===== src/rtl/conv_input_sequencer.sv =====
// Frame sequencer between three show-ahead channel FIFOs and the 3x3 window engine.
// Streams WIDTH*HEIGHT tagged pixels, then WIDTH+2 zero flush beats, then pulses done.
module conv_input_sequencer #(
    parameter int DWIDTH = 8,
    parameter int WIDTH  = 56,
    parameter int HEIGHT = 56,
    parameter int CW     = 6
) (
    input  logic              clk,
    input  logic              resetn,
    input  logic              start,
    input  logic              abort,
    input  logic              fifo_empty_0,
    input  logic              fifo_empty_1,
    input  logic              fifo_empty_2,
    input  logic [DWIDTH-1:0] fifo_data_0,
    input  logic [DWIDTH-1:0] fifo_data_1,
    input  logic [DWIDTH-1:0] fifo_data_2,
    output logic              fifo_rdreq,
    output logic [DWIDTH-1:0] out_data_0,
    output logic [DWIDTH-1:0] out_data_1,
    output logic [DWIDTH-1:0] out_data_2,
    output logic              out_valid,
    input  logic              out_ready,
    output logic              out_flush,
    output logic [CW-1:0]     out_col,
    output logic [CW-1:0]     out_row,
    output logic              busy,
    output logic              done
);

    localparam int FLUSH_BEATS = WIDTH + 2;
    localparam int FW          = $clog2(FLUSH_BEATS + 1);

    localparam logic [CW-1:0] COL_LAST  = CW'(WIDTH - 1);
    localparam logic [CW-1:0] ROW_LAST  = CW'(HEIGHT - 1);
    localparam logic [FW-1:0] FCNT_LAST = FW'(FLUSH_BEATS - 1);

    typedef enum logic [1:0] {
        IDLE   = 2'd0,
        STREAM = 2'd1,
        FLUSH  = 2'd2,
        DRAIN  = 2'd3
    } state_t;

    state_t          state_reg, state_next;
    logic [CW-1:0]   col_reg, col_next;
    logic [CW-1:0]   row_reg, row_next;
    logic [FW-1:0]   fcnt_reg, fcnt_next;
    logic            valid_reg, valid_next;
    logic            flush_reg, flush_next;
    logic [CW-1:0]   tag_col_reg, tag_col_next;
    logic [CW-1:0]   tag_row_reg, tag_row_next;
    logic            done_reg, done_next;

    logic            load_en;
    logic            pop;
    logic            zero_load;
    logic [2:0]      fifo_empty;
    logic [3*DWIDTH-1:0] fifo_data_all;

    assign fifo_empty    = {fifo_empty_2, fifo_empty_1, fifo_empty_0};
    assign fifo_data_all = {fifo_data_2, fifo_data_1, fifo_data_0};

    // A held beat may only be replaced once the engine has taken it.
    assign load_en = !valid_reg || out_ready;

    always_comb begin
        state_next   = state_reg;
        col_next     = col_reg;
        row_next     = row_reg;
        fcnt_next    = fcnt_reg;
        valid_next   = valid_reg;
        flush_next   = flush_reg;
        tag_col_next = tag_col_reg;
        tag_row_next = tag_row_reg;
        done_next    = 1'b0;
        pop          = 1'b0;
        zero_load    = 1'b0;

        case (state_reg)
            IDLE: begin
                if (start) begin
                    state_next = STREAM;
                    col_next   = '0;
                    row_next   = '0;
                    fcnt_next  = '0;
                end
            end

            STREAM: begin
                if (load_en) begin
                    if (fifo_empty == 3'b000) begin
                        pop          = 1'b1;
                        valid_next   = 1'b1;
                        flush_next   = 1'b0;
                        tag_col_next = col_reg;
                        tag_row_next = row_reg;
                        if (col_reg == COL_LAST) begin
                            col_next = '0;
                            if (row_reg == ROW_LAST) begin
                                row_next   = '0;
                                state_next = FLUSH;
                            end else begin
                                row_next = row_reg + CW'(1);
                            end
                        end else begin
                            col_next = col_reg + CW'(1);
                        end
                    end else begin
                        valid_next = 1'b0;
                    end
                end
            end

            FLUSH: begin
                if (load_en) begin
                    zero_load    = 1'b1;
                    valid_next   = 1'b1;
                    flush_next   = 1'b1;
                    tag_col_next = '0;
                    tag_row_next = '0;
                    fcnt_next    = fcnt_reg + FW'(1);
                    if (fcnt_reg == FCNT_LAST) begin
                        state_next = DRAIN;
                    end
                end
            end

            DRAIN: begin
                if (valid_reg && out_ready) begin
                    valid_next = 1'b0;
                    flush_next = 1'b0;
                    done_next  = 1'b1;
                    state_next = IDLE;
                end
            end

            default: begin
                state_next = IDLE;
            end
        endcase

        // Abort overrides everything, including a start or a completing frame.
        if (abort) begin
            state_next = IDLE;
            valid_next = 1'b0;
            flush_next = 1'b0;
            col_next   = '0;
            row_next   = '0;
            fcnt_next  = '0;
            done_next  = 1'b0;
            pop        = 1'b0;
            zero_load  = 1'b0;
        end
    end

    always_ff @(posedge clk or negedge resetn) begin
        if (!resetn) begin
            state_reg   <= IDLE;
            col_reg     <= '0;
            row_reg     <= '0;
            fcnt_reg    <= '0;
            valid_reg   <= 1'b0;
            flush_reg   <= 1'b0;
            tag_col_reg <= '0;
            tag_row_reg <= '0;
            done_reg    <= 1'b0;
        end else begin
            state_reg   <= state_next;
            col_reg     <= col_next;
            row_reg     <= row_next;
            fcnt_reg    <= fcnt_next;
            valid_reg   <= valid_next;
            flush_reg   <= flush_next;
            tag_col_reg <= tag_col_next;
            tag_row_reg <= tag_row_next;
            done_reg    <= done_next;
        end
    end

    genvar gi;
    generate
        for (gi = 0; gi < 3; gi++) begin : g_chan
            logic [DWIDTH-1:0] data_reg;
            logic [DWIDTH-1:0] data_next;

            always_comb begin
                data_next = data_reg;
                if (pop) begin
                    data_next = fifo_data_all[gi*DWIDTH +: DWIDTH];
                end else if (zero_load) begin
                    data_next = '0;
                end
            end

            always_ff @(posedge clk or negedge resetn) begin
                if (!resetn) begin
                    data_reg <= '0;
                end else begin
                    data_reg <= data_next;
                end
            end
        end
    endgenerate

    assign out_data_0 = g_chan[0].data_reg;
    assign out_data_1 = g_chan[1].data_reg;
    assign out_data_2 = g_chan[2].data_reg;

    assign fifo_rdreq = pop;
    assign out_valid  = valid_reg;
    assign out_flush  = flush_reg;
    assign out_col    = tag_col_reg;
    assign out_row    = tag_row_reg;
    assign done       = done_reg;
    assign busy       = (state_reg != IDLE);

endmodule

===== config.mk =====
export PLATFORM = sky130hd
export DESIGN_NAME = conv_input_sequencer
export DESIGN_NICKNAME = d
export VERILOG_FILES = /design/src/rtl/conv_input_sequencer.sv
export SDC_FILE = /design/constraint.sdc
export NUM_CORES = 1
export LEC_CHECK = 0
export ABC_AREA = 1
export CAP_MARGIN = 10
export CORE_ASPECT_RATIO = 1.5
export CORE_UTILIZATION = 25
export CTS_CLUSTER_DIAMETER = 200
export DETAILED_ROUTE_END_ITERATION = 16
export HOLD_SLACK_MARGIN = 0.05
export PLACE_DENSITY = 0.45
export SYNTH_ARGS = -nofsm -noshare
export SYNTH_HDL_FRONTEND = slang
export SYNTH_SLANG_ARGS = --single-unit

===== constraint.sdc =====
create_clock -name clk -period 2.05 [get_ports clk]
set_input_delay 0.41 -clock clk [delete_from_list [all_inputs] [get_ports clk]]
set_output_delay 0.41 -clock clk [all_outputs]
set_load 0.01 [all_outputs]

* After elaboration in Yosys (flattened, before gate mapping)
Index checks and enable logic that the tools add are counted.
** Word-level totals
- Bits in read-only memories :: 0
- Memories :: 0
- Memory bits (writable) :: 0
- Latch bits :: 0
- Flip-flop bits (word level) :: 59
** Cells by class
- Shifts and indexed selects :: 0
- Equality and inequality tests :: 17
- Bitwise logic cells :: 0
- Div/mod/pow operators :: 0
- Mux-type cells :: 55
- Add/sub/neg operators :: 3
- $mul :: 0
- Order comparisons :: 0
- Reduce and logical (&&, ||, !) cells :: 18
** Operators by type and width (number)
- two-way mux 6 bit :: 17
- one-hot mux 6 bit (2 select lines) :: 5
- two-way mux 8 bit :: 4
- inequality test 3 bit (second input constant) :: 8
- adder 6 x 1 -> 6 bit (second input constant) :: 3
- equality test 6 bit (second input constant) :: 3
- two-way mux 2 bit :: 9
- two-way mux 1 bit :: 17
- AND reduction 4 bit :: 3
- AND reduction 5 bit :: 2
- one-hot mux 2 bit (4 select lines) :: 1
- AND reduction 8 bit :: 1
- inequality test 2 bit (second input constant) :: 3
- one-hot mux 1 bit (3 select lines) :: 2
- nonzero test 2 bit :: 3
- nonzero test 3 bit :: 2
- equality test 2 bit (second input constant) :: 2
- nonzero test 4 bit :: 1
- zero test 3 bit :: 1
- AND reduction 3 bit :: 1
- equality test 2 x 1 -> 1 bit (second input constant) :: 1
- zero test 2 bit :: 1
- logical AND 1 bit :: 1
- zero test 1 bit :: 1
- logical OR 1 bit :: 1

* Longest topological paths before layout
Gate-level depths: netlist of run 1.
- Depth in word-level cells :: 7
- Depth in mapped cells :: 11

* Worst setup path before layout of run 1
No wires, ideal clock.
- Path type :: register to output
- Start point :: register state_reg[1]
- End point :: output port fifo_rdreq
- Buffers on the path :: 1
- Stages on the path, launching flop included :: 8
- Data arrival time :: 1.321 ns
- Path slack :: 0.319 ns
- Cells stage by stage :: dfrtp_1 -> inv_1 -> ha_1 -> inv_2 -> nor2_4 -> nand3_1 -> inv_2 -> buf_2
** On the way
- Word-level cells in the longest chain between the ends :: 3
** RTL lines
- start: declaration :: RTL line 46 : state_t state_reg, state_next;
- start signal: assignment :: RTL line 170 : state_reg <= state_next;
- equality test 2 x 1 -> 1 bit :: RTL line 81 : case (state_reg)
- two-way mux 1 bit :: RTL line 81
- two-way mux 1 bit :: RTL line 145 : if (abort) begin
- end: declaration :: RTL line 19 : output logic fifo_rdreq,
Every way passes these cells.

* Worst setup path after layout of run 1
- Start point :: register state_reg[0]
- End point :: output port busy
** On the way
- Word-level cells in the longest chain between the ends :: 1
** RTL lines
- nonzero test 2 bit :: RTL line 217 : assign busy = (state_reg != IDLE);
- end: declaration :: RTL line 28 : output logic busy,
Every way passes these cells.

==> results of run 1 <==
==> power by group through the flow <==
stage,combinational [mW],clock (mW),sequential (mW)
CTS,2.06,1.70,1.64
floorplan,0.926,0,1.77
detailed placement,2.06,0,1.66
global placement,2.05,0,1.65
finish,2.04,1.65,1.64
global route,2.25,1.76,1.68
==> stage by stage <==
step                      TNS [ns]  utilization [%]  hold slack (ns)  cells  worst slack [ns]
after floorplan                  0                -            0.114    374             0.319
after global placement      -0.230             34.6            0.460    603            -0.230
after detailed placement    -0.230             34.6            0.461    603            -0.230
after CTS                        0             37.5            0.104    619            0.0301
after global routing       -0.0234             37.6            0.130    619           -0.0234
final                            0             37.6           0.0863    619            0.0981
==> cell families (layout without fill, tap and decap cells) <==
family                   count (synthesis)  count (layout)  share of synthesized area (%)
AND/OR/NAND/NOR                        166             166                           25.1
buffers and inverters                   76             171                           10.5
AO/OA/AOI/OAI                           61              61                           10.9
flip-flops                              59              59                           49.1
adder cells (fa/ha/maj)                  8               8                           3.33
XOR/XNOR                                 4               4                           1.16
==> critical path: cells and delay by family (launching register included) <==
family | cells | cell delay (ns)
flip-flops | 1 | 0.41
buffers and inverters | 4 | 0.60
adder cells (fa/ha/maj) | 1 | 0.20
==> worst max path at each step <==
stage / end / slack, ns / cells after the start
2_1_floorplan: fifo_rdreq / 0.32 / 7
3_3_place_gp: fifo_rdreq / -0.23 / 6
3_5_place_dp: fifo_rdreq / -0.23 / 6
4_1_cts: fifo_rdreq / 0.03 / 7
5_1_grt: fifo_rdreq / -0.02 / 7
6_report: busy / 0.1 / 5
==> synthesized netlist by cell type <==
cell	instances	area, um2
nand2_1	78	293
inv_1	62	233
dfrtp_1	59	1480
o21ai_0	39	195
nand3_1	36	180
nor2_1	29	109
a21oi_1	8	40.0
ha_1	8	100
nand2_2	8	50.1
o21ai_1	8	40.0
buf_2	6	30.0
nand4_1	6	37.5
o21ai_2	5	43.8
inv_2	4	15.0
nor2_4	4	45.0
buf_6	3	33.8
xor2_1	3	26.3
a21oi_2	1	8.76
clkbuf_1	1	3.75
nand2_4	1	11.3
nand3_2	1	10.0
nor2_2	1	6.26
or2_0	1	6.26
or2_2	1	6.26
xnor2_1	1	8.76
==> layout make-up <==
class                           count  area, um2
Clock inverter                      4       72.6
Timing Repair Buffer               89        881
Sequential cell                    59       1480
Clock buffer                       12        256
Multi-Input combinational cell    239       1240
Fill cell                        1177       7230
Inverter                           66        248
Tap cell                          150        188
==> timing repair <==
item                       4_1_cts  5_1_grt
cloned                           0        0
gates resized for setup          5        3
setup endpoints to repair        2        1
hold buffers                     0        0
setup buffers                    0        0
==> layer usage <==
layer  routed length (um)  vias to the layer above
met5                    0                        -
met3                  217                        8
met1                 3360                     1225
met4                  141                        0
li1                     -                     1363
met2                 4050                       40
==> summary.md, run 1 <==
| Metric | Value |
|---|---|
| Met1 GRT Util | `15.9%` |
| Post-layout nets | `504` |
| Post-Route WL | `7.77 mm` |
| Die Ht | `136 um` |
| Psw | `1.79 mW` |
| Commonest non-fill, non-tap cell in the layout | `nand2_1` |
| Crit-path cells | `buf_4, inv_1, ha_2, inv_1, dlygate4sd2_1` |
| Starting Density | `26.0%` |
| Most common cell type on the critical path | `inv_1` |
| Std-Cell Rows | `48` |
| CP max FO | `4` |
| Slowest cell on the critical path | `dfrtp_1` |
| GRT busiest layer | `met2` |
| Core ar. | `11600 um2` |
| Worst r2r path cells | `9` |
| Static leakage | `1.97 nW` |
| Critical path class | `register to primary output` |
| Tot GR Track Use | `13.5%` |
| Reg power frac | `30.7%` |
| Sw Ratio | `33.7%` |
| Finish-stage setup viols | `0` |
| CP Launch Point | `state_reg[0]` |
| R2r endpoint | `out_data_0[3]` |
| Ports | `73` |
| First-pass GRT wire length | `12.9 mm` |
| Crit path launch type | `register` |
| Worst r2r src | `state_reg[0]` |
| Synth Register Bits | `59` |
| Netlist Area Pre-Place | `3010 um2` |
| PwrDens | `1220 nW/um2` |
| CTS tree | `done` |
| Pin count of the biggest net entering global routing | `36` |
| GP Congestion | `0.772` |
| Status | `complete, no violations` |
| Ant diodes | `0` |
| Worst Setup End Kind | `primary output` |
| Sequential share of the synthesized area | `49.1%` |
| Post-route ant nets | `0` |
| Drt wl/cell | `12.6 um` |
| Synth unique cells | `25` |
| CP max stage delay | `0.41 ns` |
| Dpl hpwl | `5.71 mm` |
| Tmin final | `1.95 ns` |
| CP required | `1.64 ns` |
| Root Driver | `clkbuf_16` |
| Clock Path Buffers | `2` |
| Worst EP arrival | `1.54 ns` |
| Max-cap violation count | `0` |
| Post-DP Area | `4010 um2` |
| Die area | `12500 um2` |
| Gate Count Post-Synth | `374` |
| Met3 usage | `2.63%` |
| H-tree Lvls | `3` |
| HP Class | `primary input to async pin` |
| Hold Violations, Final | `0` |
| Post-Layout Inst Area | `4360 um2` |
| Routing usage on met2 | `23.5%` |
| Initial antenna violation count | `0` |
| Die width | `91.6 um` |
| RSZ-0062 raised after global routing | `true` |
| Vias/cell | `4.26` |
| Buffers on Ports | `72` |
| F_max | `0.512 GHz` |
| Num CTS Buffers | `9` |
| DRC violations left | `0` |
| Mean area per synthesized cell | `8.05 um2` |
| Clock transition at path regs | `0.06 ns` |
| TritonRoute pass-1 iters | `4` |
| Flop2flop setup slack | `0.28 ns` |
| Number of global-route vias before repair | `2498` |
| Max Clock Skew | `0.00546 ns` |
| Final Power | `5.33 mW` |
| Clock Sinks | `59` |
| Share of layout cells above drive strength 1 | `13.4%` |
| Commonest cells after routing, fill and taps aside | `nand2_1 (78), clkdlybuf4s50_1 (69), inv_1 (62)` |
| Worst-Skew Late Latency | `0.32 ns` |
| Fin. max-slew vios | `0` |
| Pint | `3.54 mW` |
| Combinational Power Share | `38.2%` |
| Max VDD drop | `644 uV` |
| Final period utilization | `95.2%` |
| Vias | `2636` |
| Measured slew at the worst slew-check pin | `0.601 ns` |
| Clk network pwr share | `31.0%` |
| Yosys warnings | `0` |
| Area Growth Syn to Fin | `44.9%` |
| GRT overflow | `0` |
| Mapped Nets | `414` |
| Slew headroom | `59.9%` |
| Iteration-0 DRC Markers | `98` |
(Power assumes the default switching activity.)
==> run 2, diff against run 1 <==
--- a/config.mk
+++ b/config.mk
@@ -9,7 +9,6 @@
 export CAP_MARGIN = 10
 export CORE_ASPECT_RATIO = 1.5
 export CORE_UTILIZATION = 25
-export CTS_CLUSTER_DIAMETER = 200
 export DETAILED_ROUTE_END_ITERATION = 16
 export HOLD_SLACK_MARGIN = 0.05
 export PLACE_DENSITY = 0.45
==> results of run 2 <==
The final DEF is identical to that of run 1; final timing and power are the same.
